### src/rtl/ctrl_link_pkg.sv
// ctrl_link_pkg: shared constants and types for the player-2 controller link
// receiver.
//   FRAME_DATA_BITS      number of button bits carried per frame
//   BTN_*_IDX            position of each button in the received data word
//   rx_state_t           receiver FSM states
//   even_parity()        parity bit the sender attaches to a data word
package ctrl_link_pkg;

  localparam int FRAME_DATA_BITS = 5;

  localparam int BTN_UP_IDX     = 0;
  localparam int BTN_DOWN_IDX   = 1;
  localparam int BTN_LEFT_IDX   = 2;
  localparam int BTN_RIGHT_IDX  = 3;
  localparam int BTN_ATTACK_IDX = 4;

  typedef enum logic [2:0] {
    IDLE,
    START,
    DATA,
    PARITY,
    STOP,
    WAIT_IDLE
  } rx_state_t;

  // Even parity: the parity bit makes the total count of ones even.
  function automatic logic even_parity(input logic [FRAME_DATA_BITS-1:0] d);
    return ^d;
  endfunction

endpackage

### src/rtl/ctrl_link_bit_timer.sv
// ctrl_link_bit_timer: free-running bit-period counter for the link receiver.
//   clk, reset  system clock, asynchronous active-high reset
//   clear       holds the counter at zero (next cycle starts a fresh period)
//   mid_bit     high for one cycle, CLKS_PER_BIT/2 cycles after the clear
//   end_bit     high for one cycle every CLKS_PER_BIT cycles after the clear
// Strobes depend on the count only, so the owner may derive clear from
// mid_bit without creating a combinational loop.
module ctrl_link_bit_timer #(
  parameter int CLKS_PER_BIT = 868
) (
  input  logic clk,
  input  logic reset,
  input  logic clear,
  output logic mid_bit,
  output logic end_bit
);

  localparam int CW = (CLKS_PER_BIT > 2) ? $clog2(CLKS_PER_BIT) : 1;
  localparam logic [CW-1:0] MID  = CW'(CLKS_PER_BIT / 2 - 1);
  localparam logic [CW-1:0] LAST = CW'(CLKS_PER_BIT - 1);

  logic [CW-1:0] cnt;

  always_ff @(posedge clk or posedge reset) begin
    if (reset)
      cnt <= '0;
    else if (clear || cnt == LAST)
      cnt <= '0;
    else
      cnt <= cnt + 1'b1;
  end

  assign mid_bit = (cnt == MID);
  assign end_bit = (cnt == LAST);

endmodule

### src/rtl/ctrl_link_rx.sv
// ctrl_link_rx: master-board receiver for the serialized player-2 controller.
// Frame (LSB first): start(0), up, down, left, right, attack, even parity,
// stop(1). Good frames become registered button levels; a silent link for
// TIMEOUT_CLKS cycles drops link_up and releases every button.
//   clk, reset          100 MHz clock, asynchronous active-high reset
//   rx_serial           raw line from the slave board (idle high, async)
//   btn_up..btn_attack  recovered button levels
//   frame_valid         1-cycle pulse per accepted frame
//   parity_err          1-cycle pulse, parity mismatch
//   framing_err         1-cycle pulse, stop bit sampled low
//   link_up             high while good frames keep arriving
// Build option: define CTRL_LINK_DEBOUNCE_EN to require two identical good
// frames in a row before the buttons change.
module ctrl_link_rx
  import ctrl_link_pkg::*;
#(
  parameter int CLKS_PER_BIT = 868,
  parameter int TIMEOUT_CLKS = 10_000_000
) (
  input  logic clk,
  input  logic reset,
  input  logic rx_serial,
  output logic btn_up,
  output logic btn_down,
  output logic btn_left,
  output logic btn_right,
  output logic btn_attack,
  output logic frame_valid,
  output logic parity_err,
  output logic framing_err,
  output logic link_up
);

  localparam int TW = $clog2(TIMEOUT_CLKS + 1);
  localparam logic [TW-1:0] T_MAX  = TW'(TIMEOUT_CLKS);
  localparam logic [TW-1:0] T_LAST = TW'(TIMEOUT_CLKS - 1);
  localparam logic [2:0]    LAST_DATA = 3'(FRAME_DATA_BITS - 1);

  // Two-flop synchronizer; flops reset to the idle level.
  logic rx_meta, rx_sync;

  always_ff @(posedge clk or posedge reset) begin
    if (reset) begin
      rx_meta <= 1'b1;
      rx_sync <= 1'b1;
    end else begin
      rx_meta <= rx_serial;
      rx_sync <= rx_meta;
    end
  end

  rx_state_t                  state;
  logic [2:0]                 bit_cnt;
  logic [FRAME_DATA_BITS-1:0] shreg;
  logic                       par_bit;
  logic                       mid_bit, end_bit, tmr_clear;
  logic                       parity_ok, good;

  // Timer sits at zero while waiting for a start bit, and is re-zeroed at the
  // start-bit midpoint so every later end_bit lands mid-bit.
  assign tmr_clear = (state == IDLE) || (state == WAIT_IDLE) ||
                     (state == START && mid_bit);

  ctrl_link_bit_timer #(.CLKS_PER_BIT(CLKS_PER_BIT)) u_timer (
    .clk     (clk),
    .reset   (reset),
    .clear   (tmr_clear),
    .mid_bit (mid_bit),
    .end_bit (end_bit)
  );

  assign parity_ok = (even_parity(shreg) == par_bit);
  assign good      = (state == STOP) && end_bit && rx_sync && parity_ok;

  always_ff @(posedge clk or posedge reset) begin
    if (reset) begin
      state       <= IDLE;
      bit_cnt     <= '0;
      shreg       <= '0;
      par_bit     <= 1'b0;
      frame_valid <= 1'b0;
      parity_err  <= 1'b0;
      framing_err <= 1'b0;
    end else begin
      frame_valid <= 1'b0;
      parity_err  <= 1'b0;
      framing_err <= 1'b0;
      case (state)
        // IDLE is only entered with the line last seen high (good stop bit,
        // rejected glitch, WAIT_IDLE exit, reset), so a low level here is a
        // falling edge. Checking the level keeps back-to-back frames whose
        // start bit arrives right after the stop midpoint.
        IDLE: if (!rx_sync) state <= START;
        START: if (mid_bit) begin
          bit_cnt <= '0;
          state   <= rx_sync ? IDLE : DATA;
        end
        DATA: if (end_bit) begin
          shreg <= {rx_sync, shreg[FRAME_DATA_BITS-1:1]};
          if (bit_cnt == LAST_DATA) state <= PARITY;
          else bit_cnt <= bit_cnt + 1'b1;
        end
        PARITY: if (end_bit) begin
          par_bit <= rx_sync;
          state   <= STOP;
        end
        STOP: if (end_bit) begin
          if (rx_sync) begin
            frame_valid <= parity_ok;
            parity_err  <= !parity_ok;
            state       <= IDLE;
          end else begin
            framing_err <= 1'b1;
            state       <= WAIT_IDLE;
          end
        end
        WAIT_IDLE: if (rx_sync) state <= IDLE;
        default: state <= IDLE;
      endcase
    end
  end

  // Button levels and link health. A good frame takes priority over timeout
  // expiry in the same cycle.
  logic [TW-1:0]              tcnt;
  logic [FRAME_DATA_BITS-1:0] btn_q;
`ifdef CTRL_LINK_DEBOUNCE_EN
  logic [FRAME_DATA_BITS-1:0] cand;
`endif

  always_ff @(posedge clk or posedge reset) begin
    if (reset) begin
      tcnt    <= '0;
      link_up <= 1'b0;
      btn_q   <= '0;
`ifdef CTRL_LINK_DEBOUNCE_EN
      cand    <= '0;
`endif
    end else if (good) begin
      tcnt    <= '0;
      link_up <= 1'b1;
`ifdef CTRL_LINK_DEBOUNCE_EN
      // Only a repeat of the previous good frame reaches the buttons.
      cand <= shreg;
      if (shreg == cand) btn_q <= shreg;
`else
      btn_q <= shreg;
`endif
    end else if (tcnt != T_MAX) begin
      tcnt <= tcnt + 1'b1;
      if (tcnt == T_LAST) begin
        link_up <= 1'b0;
        btn_q   <= '0;
`ifdef CTRL_LINK_DEBOUNCE_EN
        cand    <= '0;
`endif
      end
    end
  end

  assign btn_up     = btn_q[BTN_UP_IDX];
  assign btn_down   = btn_q[BTN_DOWN_IDX];
  assign btn_left   = btn_q[BTN_LEFT_IDX];
  assign btn_right  = btn_q[BTN_RIGHT_IDX];
  assign btn_attack = btn_q[BTN_ATTACK_IDX];

endmodule
### config.mk
export PLATFORM = sky130hd
export DESIGN_NAME = ctrl_link_rx
export DESIGN_NICKNAME = d
export VERILOG_FILES = /design/src/rtl/ctrl_link_pkg.sv /design/src/rtl/ctrl_link_bit_timer.sv /design/src/rtl/ctrl_link_rx.sv
export SDC_FILE = /design/constraint.sdc
export NUM_CORES = 1
export LEC_CHECK = 0
export ABC_AREA = 1
export CAP_MARGIN = 20
export CORE_ASPECT_RATIO = 1.75
export CORE_MARGIN = 1
export CORE_UTILIZATION = 47
export CTS_BUF_LIST = sky130_fd_sc_hd__clkbuf_8
export DETAILED_ROUTE_END_ITERATION = 10
export MAX_ROUTING_LAYER = met4
export PLACE_DENSITY = 0.7
export SLEW_MARGIN = 20
export SYNTH_ARGS = -nofsm -noshare
export SYNTH_HDL_FRONTEND = slang
export SYNTH_SLANG_ARGS = --single-unit
### constraint.sdc
create_clock -name clk -period 2.8 [get_ports clk]
set_input_delay 0.7 -clock clk [delete_from_list [all_inputs] [get_ports clk]]
set_output_delay 0.7 -clock clk [all_outputs]
set_load 0.05 [all_outputs]
-- Word level (Yosys, flattened, before mapping)
Index checks and enable logic that the tools add are counted.
- flip-flop bits (word level): 57
- input bits: 3
- output and inout port bits: 9
- word-level logic and storage cells: 85
- add/sub/neg operators: 3
- equal/unequal tests: 19
- multiplexer cells: 32
- reduce and logical (&&, ||, !) cells: 18
- operators with widths (cell ; number):
    $mux 24 ; 2
    $mux 3 ; 11
    $add 24x1->24 const B ; 1
    $eq 24x24->1 const B ; 1
    $ne 24x24->1 const B ; 1
    $pmux 3 s6 ; 1
    $ne 2x2->1 const B ; 8
    $mux 5 ; 3
    $mux 1 ; 12
    $add 10x1->10 const B ; 1
    $eq 10x10->1 const B ; 1
    $eq 10x9->1 const B ; 1
    $mux 10 ; 1
    $eq 3x3->1 const B ; 3
    $reduce_and 7->1 ; 1
    $eq 3x2->1 const B ; 2
    $pmux 3 s2 ; 1
    $reduce_and 2->1 ; 3
    $reduce_bool 2->1 ; 3
    $reduce_xor 5->1 ; 1
    $logic_and 1x1->1 ; 4
    $reduce_and 4->1 ; 1
    $add 3x1->3 const B ; 1
    $eq 3x1->1 const B ; 1
    other kinds (5) ; 7

-- Depth between registers and ports, before layout
- word-level depth: 6
- depth in mapped cells: 11
- gate-level depth less buffers: 11

-- By module
From an unflattened synthesis, not the netlist that was laid out.
- cells, all modules: 454
- area total of the unflattened synthesis: 3266.9 µm²
- modules (own cells, without submodules) (module ; instances ; cells each ; area each (µm²)):
    ctrl_link_rx ; 1 ; 379 ; 2686.3
    ctrl_link_bit_timer ; 1 ; 75 ; 580.6

-- Worst setup path after synthesis
OpenSTA, ideal clock, no wires.
- path kind: reg2reg
- start: register u_timer.cnt[0]
- end: register tcnt[4]
- setup time: 122 ps
- arrival time: 1467 ps
- required time: 2678 ps
- slack: 1210 ps
- cell stages (with the launch flop): 10
- buffers on the path: 1
- cells stage by stage: dfrtp_1 > ha_1 > inv_1 > nor2_2 > nand3_4 > nor2_2 > nand2_2 > nor2_4 > buf_6 > nor2_2
- cells in the longest elaborated chain, start to end: 5
- ends and longest elaborated chain (element ; line ; source):
    from (decl) ; ctrl_link_bit_timer.sv:22 ; logic [CW-1:0] cnt;
    from (signal assigned) ; ctrl_link_bit_timer.sv:30 ; cnt <= cnt + 1'b1;
    $eq 10x10->1 (*) ; ctrl_link_bit_timer.sv:34 ; assign end_bit = (cnt == LAST);
    $logic_and 1x1->1 (*) (3 in series) ; ctrl_link_rx.sv:73 ; assign good = (state == STOP) && end_bit && rx_sync && parity_ok;
    $mux 24 or $reduce_bool 2->1 (tied branches) ; -- ;
    to (signal assigned) ; ctrl_link_rx.sv:150 ; tcnt <= tcnt + 1'b1;
    to (decl) ; ctrl_link_rx.sv:125 ; logic [TW-1:0] tcnt;
Mark *: on every way between the ends. The rest lies on a longest branch, timed or not.
A chain may end at the register's enable or synchronous reset.

-- Worst setup path in the final report
- start: register btn_q[1]
- end: output port btn_down
- RTL lines (element ; line ; source):
    from (decl) ; ctrl_link_rx.sv:126 ; logic [FRAME_DATA_BITS-1:0] btn_q;
    from (signal assigned) ; ctrl_link_rx.sv:147 ; btn_q <= shreg;
    to (decl) ; ctrl_link_rx.sv:24 ; output logic btn_down,
No word-level cell between the ends.

==> results.toml <==
[layout]
finalCoreUtilization_pct = 55.8
layout_commonest_cell = "nand2_1"
diodes = 0
nFillCells = 629
final_cell_mix = "131 x nand2_1, 71 x nor2_1, 55 x dfrtp_1"
fin_area_um2 = 3670
drive_gt1_share_pct = 9.52
synthToLayoutAreaGrowth_pct = 13.9
final_nets = 466

[floorplanning]
row_count = 39
core_um2 = 6590
die_h_um = 112
io_pins = 12
initial_core_util_pct = 49.0
dieArea_um2 = 7210
die_w_um = 64.6

[grt]
antenna_found_initial = 0
grt_pass1_vias = 2798
grtUsageTotal_pct = 22.6
grt_max_degree = 36
grt_overflow = 0
grt_pass1_wl_um = 12000

[worst_setup_path]
critPathArrivalTime_ps = 1510
cpPeakStageDelay_ps = 820
cp-start-kind = "flip-flop"
critPathRequiredTime_ps = 2100
cp_slowest_cell = "clkdlybuf4s50_1"
endpoint_kind = "output port"
critPathMaxFanout = 2
worstSetupPathType = "reg2out"
path_buf_inv = 1
cp_cell_sequence = "clkdlybuf4s50_1"
cp_top_family = "buffers and inverters"

[timing]
period_share_pct = 78.8
clock_skew_ps = 9.82
fin_ws_ps = 594
rsz0062_at_grt = "no"
worstMarginPinSlew_ps = 614
slew_viol_final = 0
final-setup-viol-count = 0
hold_ws_ps = 356
period_needed_ps = 2210
max_freq_mhz = 453
setup_tns_ps = 0
finalHoldViolCount = 0
slew_headroom_pct = 59.0

[clock_tree]
clk_latency_ps = 340
clk_pin_slew_ps = 60
holdBufCountCts = 0
clock-root-buffer = "clkbuf_8"
htreeDepth = 3
clkSinkCount = 57
postCtsSetupBuffers = 0
cts_resized = 0
cts_tree = "yes"
cts_buffer_depth = 2
cts_buffers = 9

[synth]
syn_area_per_cell_um2 = 7.38
yosysWarningCount = 0
syn_area_um2 = 3230
synth_nets = 446
ys_types = 23
seq_area_frac_synth_pct = 44.3
ys_seq_elements = 57
yosysTopAreaCellShare_pct = 42.7
yosys.area.top_type = "dfrtp_1"
postSynthCellCount = 437
synthTopCellsByArea = "dfrtp_1 43%, nand2_1 15%, nor2_1 8.3%, inv_1 6.3%, nand3_1 6.1%"

[detailed_routing]
ant_nets = 0
vias = 2728
drt_pass1_iterations = 4
viasPerCell = 5.01
drt_iter0_markers = 193
met1_length_um = 2590
wl_met2_um = 3770
post_drt_wl_per_cell_um = 12.6
wl_met3_um = 157
wirelength_um = 6830
route.detailed.drc = 0
highest_layer = "met4"

[placement]
place_congestion = 0.943
dp_hpwl_um = 5250
dpl-instance-area_um2 = 3430
portBuffers = 11
place_ws_ps = 782

[status]
status = "complete, no violations"

[hold_path]
min_path_type = "reg2reg"

[pwr]
p_leak_nw = 1.72
power_density_nw_per_um2 = 487
ir_drop_v = 0.000409

[flow_run]
maxCapViolCount = 0
[kinds of logic (layout without fill, tap and decap cells)]
logic type | count (synthesis) | count (layout) | share of synthesized area, %
xor+xnor | 18 | 18 | 4.89
simple gates | 281 | 281 | 38.2
flops | 57 | 57 | 44.3
compound gates | 18 | 18 | 3.10
fa+ha+maj | 6 | 6 | 2.33
buf+inv | 57 | 82 | 7.14
[synthesized netlist by cell type]
library cell / count
a21oi_1: 4
o21ai_0: 12
buf_6: 2
o211ai_2: 1
dfstp_2: 2
nand2_2: 2
xor2_1: 12
nand3_1: 39
nor2_1: 71
or2_2: 2
a22oi_1: 1
nand2_1: 131
nor3_1: 9
nor2_4: 3
inv_1: 54
dfrtp_1: 55
nor2_2: 13
xnor2_1: 6
buf_2: 1
nand4_1: 8
nand3_4: 2
ha_1: 6
nor3_2: 1
[report_power, final]
part / switching [mW] / leakage [nW] / internal [mW]
Clock: 0.327 / 0.126 / 0.610
Combinational: 0.0169 / 0.832 / 0.00563
Sequential: 0.00178 / 0.760 / 0.826
Total: 0.346 / 1.72 / 1.44
[flip-flops by register name, summed over array words and instances (netlist names)]
name / count
u_timer.cnt: 10
parity_err: 1
tcnt: 24
par_bit: 1
state: 3
btn_q: 5
framing_err: 1
frame_valid: 1
rx_sync: 1
link_up: 1
shreg: 5
bit_cnt: 3
rx_meta: 1
[path summary, 6_finish.rpt]
path,slack [ps],startpoint,to,depth (start not counted)
worst max register to register,800,u_timer.cnt[0]$_DFF_PP0_,tcnt[21]$_DFFE_PP0P_,8
min in group asynchronous,700,reset,u_timer.cnt[7]$_DFF_PP0_,2
worst min-delay path,360,rx_meta$_DFF_PP1_,rx_sync$_DFF_PP1_,0
worst max-delay path,590,btn_q[1]$_DFFE_PP0P_,btn_down,1
max in group asynchronous,1530,reset,btn_q[3]$_DFFE_PP0P_,3
worst min register to register,360,rx_meta$_DFF_PP1_,rx_sync$_DFF_PP1_,0
[through the flow]
step | power [mW] | instances
after floorplan | 0.855 | 437
final | 1.79 | 544
after CTS | 1.82 | 544
after global routing | 1.86 | 544
after global placement | 0.867 | 528
after detailed placement | 0.867 | 528
[layout make-up]
type | count | area (um2) | area share (%)
inverters | 54 | 203 | 5.52
well taps | 82 | 103 | 2.79
multi-input cells | 323 | 1570 | 42.6
flip-flops and latches | 57 | 1430 | 38.9
clock buffers | 10 | 138 | 3.75
clock inverters | 6 | 105 | 2.86
repair buffers | 12 | 130 | 3.54
[routing by layer]
metal	GRT usage, %	up-vias
met1	21.5	1270
li1	-	1399
met2	39.2	38
met4	14.1	0
met3	6.05	21
met5	-	-
No activity file was read; power rests on OpenSTA's default activity.
==> RTL edit, RTL diff (config.mk and constraints unchanged) <==
Change the package constant `FRAME_DATA_BITS` from 5 to 10.
--- a/src/rtl/ctrl_link_pkg.sv
+++ b/src/rtl/ctrl_link_pkg.sv
@@ -7,5 +7,5 @@
 package ctrl_link_pkg;
 
-  localparam int FRAME_DATA_BITS = 5;
+  localparam int FRAME_DATA_BITS = 10;
 
   localparam int BTN_UP_IDX     = 0;
Check against the original RTL: no difference found for any inputs over 10 cycles, from zero or initial values and one cycle with reset high; that may be too few to reach the edited logic, so the function may still have changed.
==> RTL edit against the original RTL <==
Routed wire length is 7.3% higher. Clock power is 15% lower. Sequential cell count is 5 higher. Sequential share of layout area is 2.0 points higher. Total power is 3.6% lower. Highest routed layer unchanged. Clock skew is 0.0059 ns lower. First-iteration DRC count is 17% lower. Design area is 3.5% higher. Die area is 4.9% higher. Area after synthesis is 5.0% higher. Worst setup slack worse by 0.0042 ns.
==> RTL edit: results (changes against the original RTL) <==
max layer used: met4
Met1 Wirelength: 2810 um (+8.5%)
Synthesized Nets: 458 (+2.7%)
status: finished, final reports clean
vias in the first global route: 2846 (+1.7%)
Worst Hold Class: flip-flop to flip-flop
worst clock skew: 0.00397 ns (-0.00586 ns)
Synth area leaders: dfrtp_1 (44%), nand2_1 (14%), nor2_1 (6.8%)
Detailed Routing Iterations Pass 1: 4 (unchanged)
register area share after synthesis: 0.459 (+0.0158)
Top delay family on crit path: buffers and inverters
count of unique library cells instantiated by Yosys: 29 (+26%)
Routed Wire Length: 7330 um (+7.3%)
largest net degree at the start of global routing: 42 (+17%)
htree depth: 3 (unchanged)
antenna violations before repair: 0 (unchanged)
input/output buffers: 11 (unchanged)
Vias: 2868 (+5.1%)
Layout Nets: 478 (+2.6%)
top flop regs: tcnt: 24 flops, shreg: 10 flops, u_timer.cnt: 10 flops
Setup Fix Bufs, Post-CTS: 0 (unchanged)
slowest stage delay, CP: 0.80 ns (-0.02 ns)
GP Congestion: 0.941 (-0.13%)
met1 Use GR: 0.214 (-0.00141)
met2 GRT Util: 0.393 (+0.000938)
Ant. Diodes: 0 (unchanged)
GR Util met3: 0.0637 (+0.00329)
Place WS: 0.956 ns (+0.174 ns)
Leakage Power: 1.87 nW (+8.6%)
synth warn: 0 (unchanged)
slew margin rel.: 0.645 (+0.0556)
Post-CTS Resized: 0 (unchanged)
CP Data Arrival Time: 1.51 ns (about the same)
Post-synth top cells: nand2_1 (128), nor2_1 (61), dfrtp_1 (60)
first-pass GRT wire length: 12400 um (+3.2%)
Clock Tree Root: clkbuf_8
1st-iter DRT viols: 160 (-17%)
critical path peak fanout: 2 (unchanged)
WL met3: 189 um (+20%)
GRT Total Usage: 0.228 (+0.00193)
CP max stage cell: clkdlybuf4s50_1
share of cells above drive strength 1: 0.0865 (-0.00874)
CTS clk-pin slew, worst paths: 0.07 ns
placed inst area: 3600 um^2 (+5.0%)
Post-synth ARST share: 1.00 (unchanged)
VDD IR max: 0.361 mV (-12%)
buffer depth of the longest clock path: 2 (unchanged)
Routed met2 length: 3950 um (+4.7%)
Worst-Skew Late Latency: 0.35 ns
TritonCTS buffer count: 9 (unchanged)
Detail Placement HPWL: 5600 um (+6.7%)
-- RTL edit: final timing paths --
kind | from | to | slack [ns] | cells after the start
hold reg to reg | rx_meta | rx_sync | 0.36 | 0
setup reg to reg | tcnt[1] | btn_q[3] | 0.97 | 8
setup / recovery | link_up | link_up | 0.59 | 1
min in group asynchronous | reset | bit_cnt[1] | 0.68 | 2
hold / removal | rx_meta | rx_sync | 0.36 | 0
max in group asynchronous | reset | shreg[1] | 1.54 | 3
-- RTL edit: cell type report --
class                           count  area [um^2]
Fill cell                         659         3100
Multi-Input combinational cell    326         1590
Sequential cell                    62         1550
Inverter                           58          219
Clock buffer                       11          151
Timing Repair Buffer               12          130
Tap cell                           84          105
Clock inverter                      5         48.8
-- RTL edit: kinds of logic after synthesis --
group | Yosys count | share of synthesized area
xor+xnor | 18 | 0.0465
buf+inv | 61 | 0.0706
simple gates | 255 | 0.324
fa+ha+maj | 6 | 0.0222
flops | 62 | 0.459
mux | 1 | 0.00332
compound gates | 46 | 0.0743
-- RTL edit: where the power goes --
part	internal [W]	total, W	switching (W)
clock network	0.000451	0.000797	0.000346
logic	0.00000639	0.0000262	0.0000198
registers	0.000898	0.000900	0.00000205
total	0.00136	0.00172	0.000368
-- RTL edit: per-stage QoR --
| step | power, W | hold WS, ns | cells |
|---|---|---|---|
| floorplan | 0.000932 | 0.345 | 449 |
| global placement | 0.000944 | 0.346 | 542 |
| detailed placement | 0.000945 | 0.347 | 542 |
| CTS | 0.00175 | 0.357 | 558 |
| global route | 0.00179 | 0.362 | 558 |
| finish | 0.00172 | 0.356 | 558 |
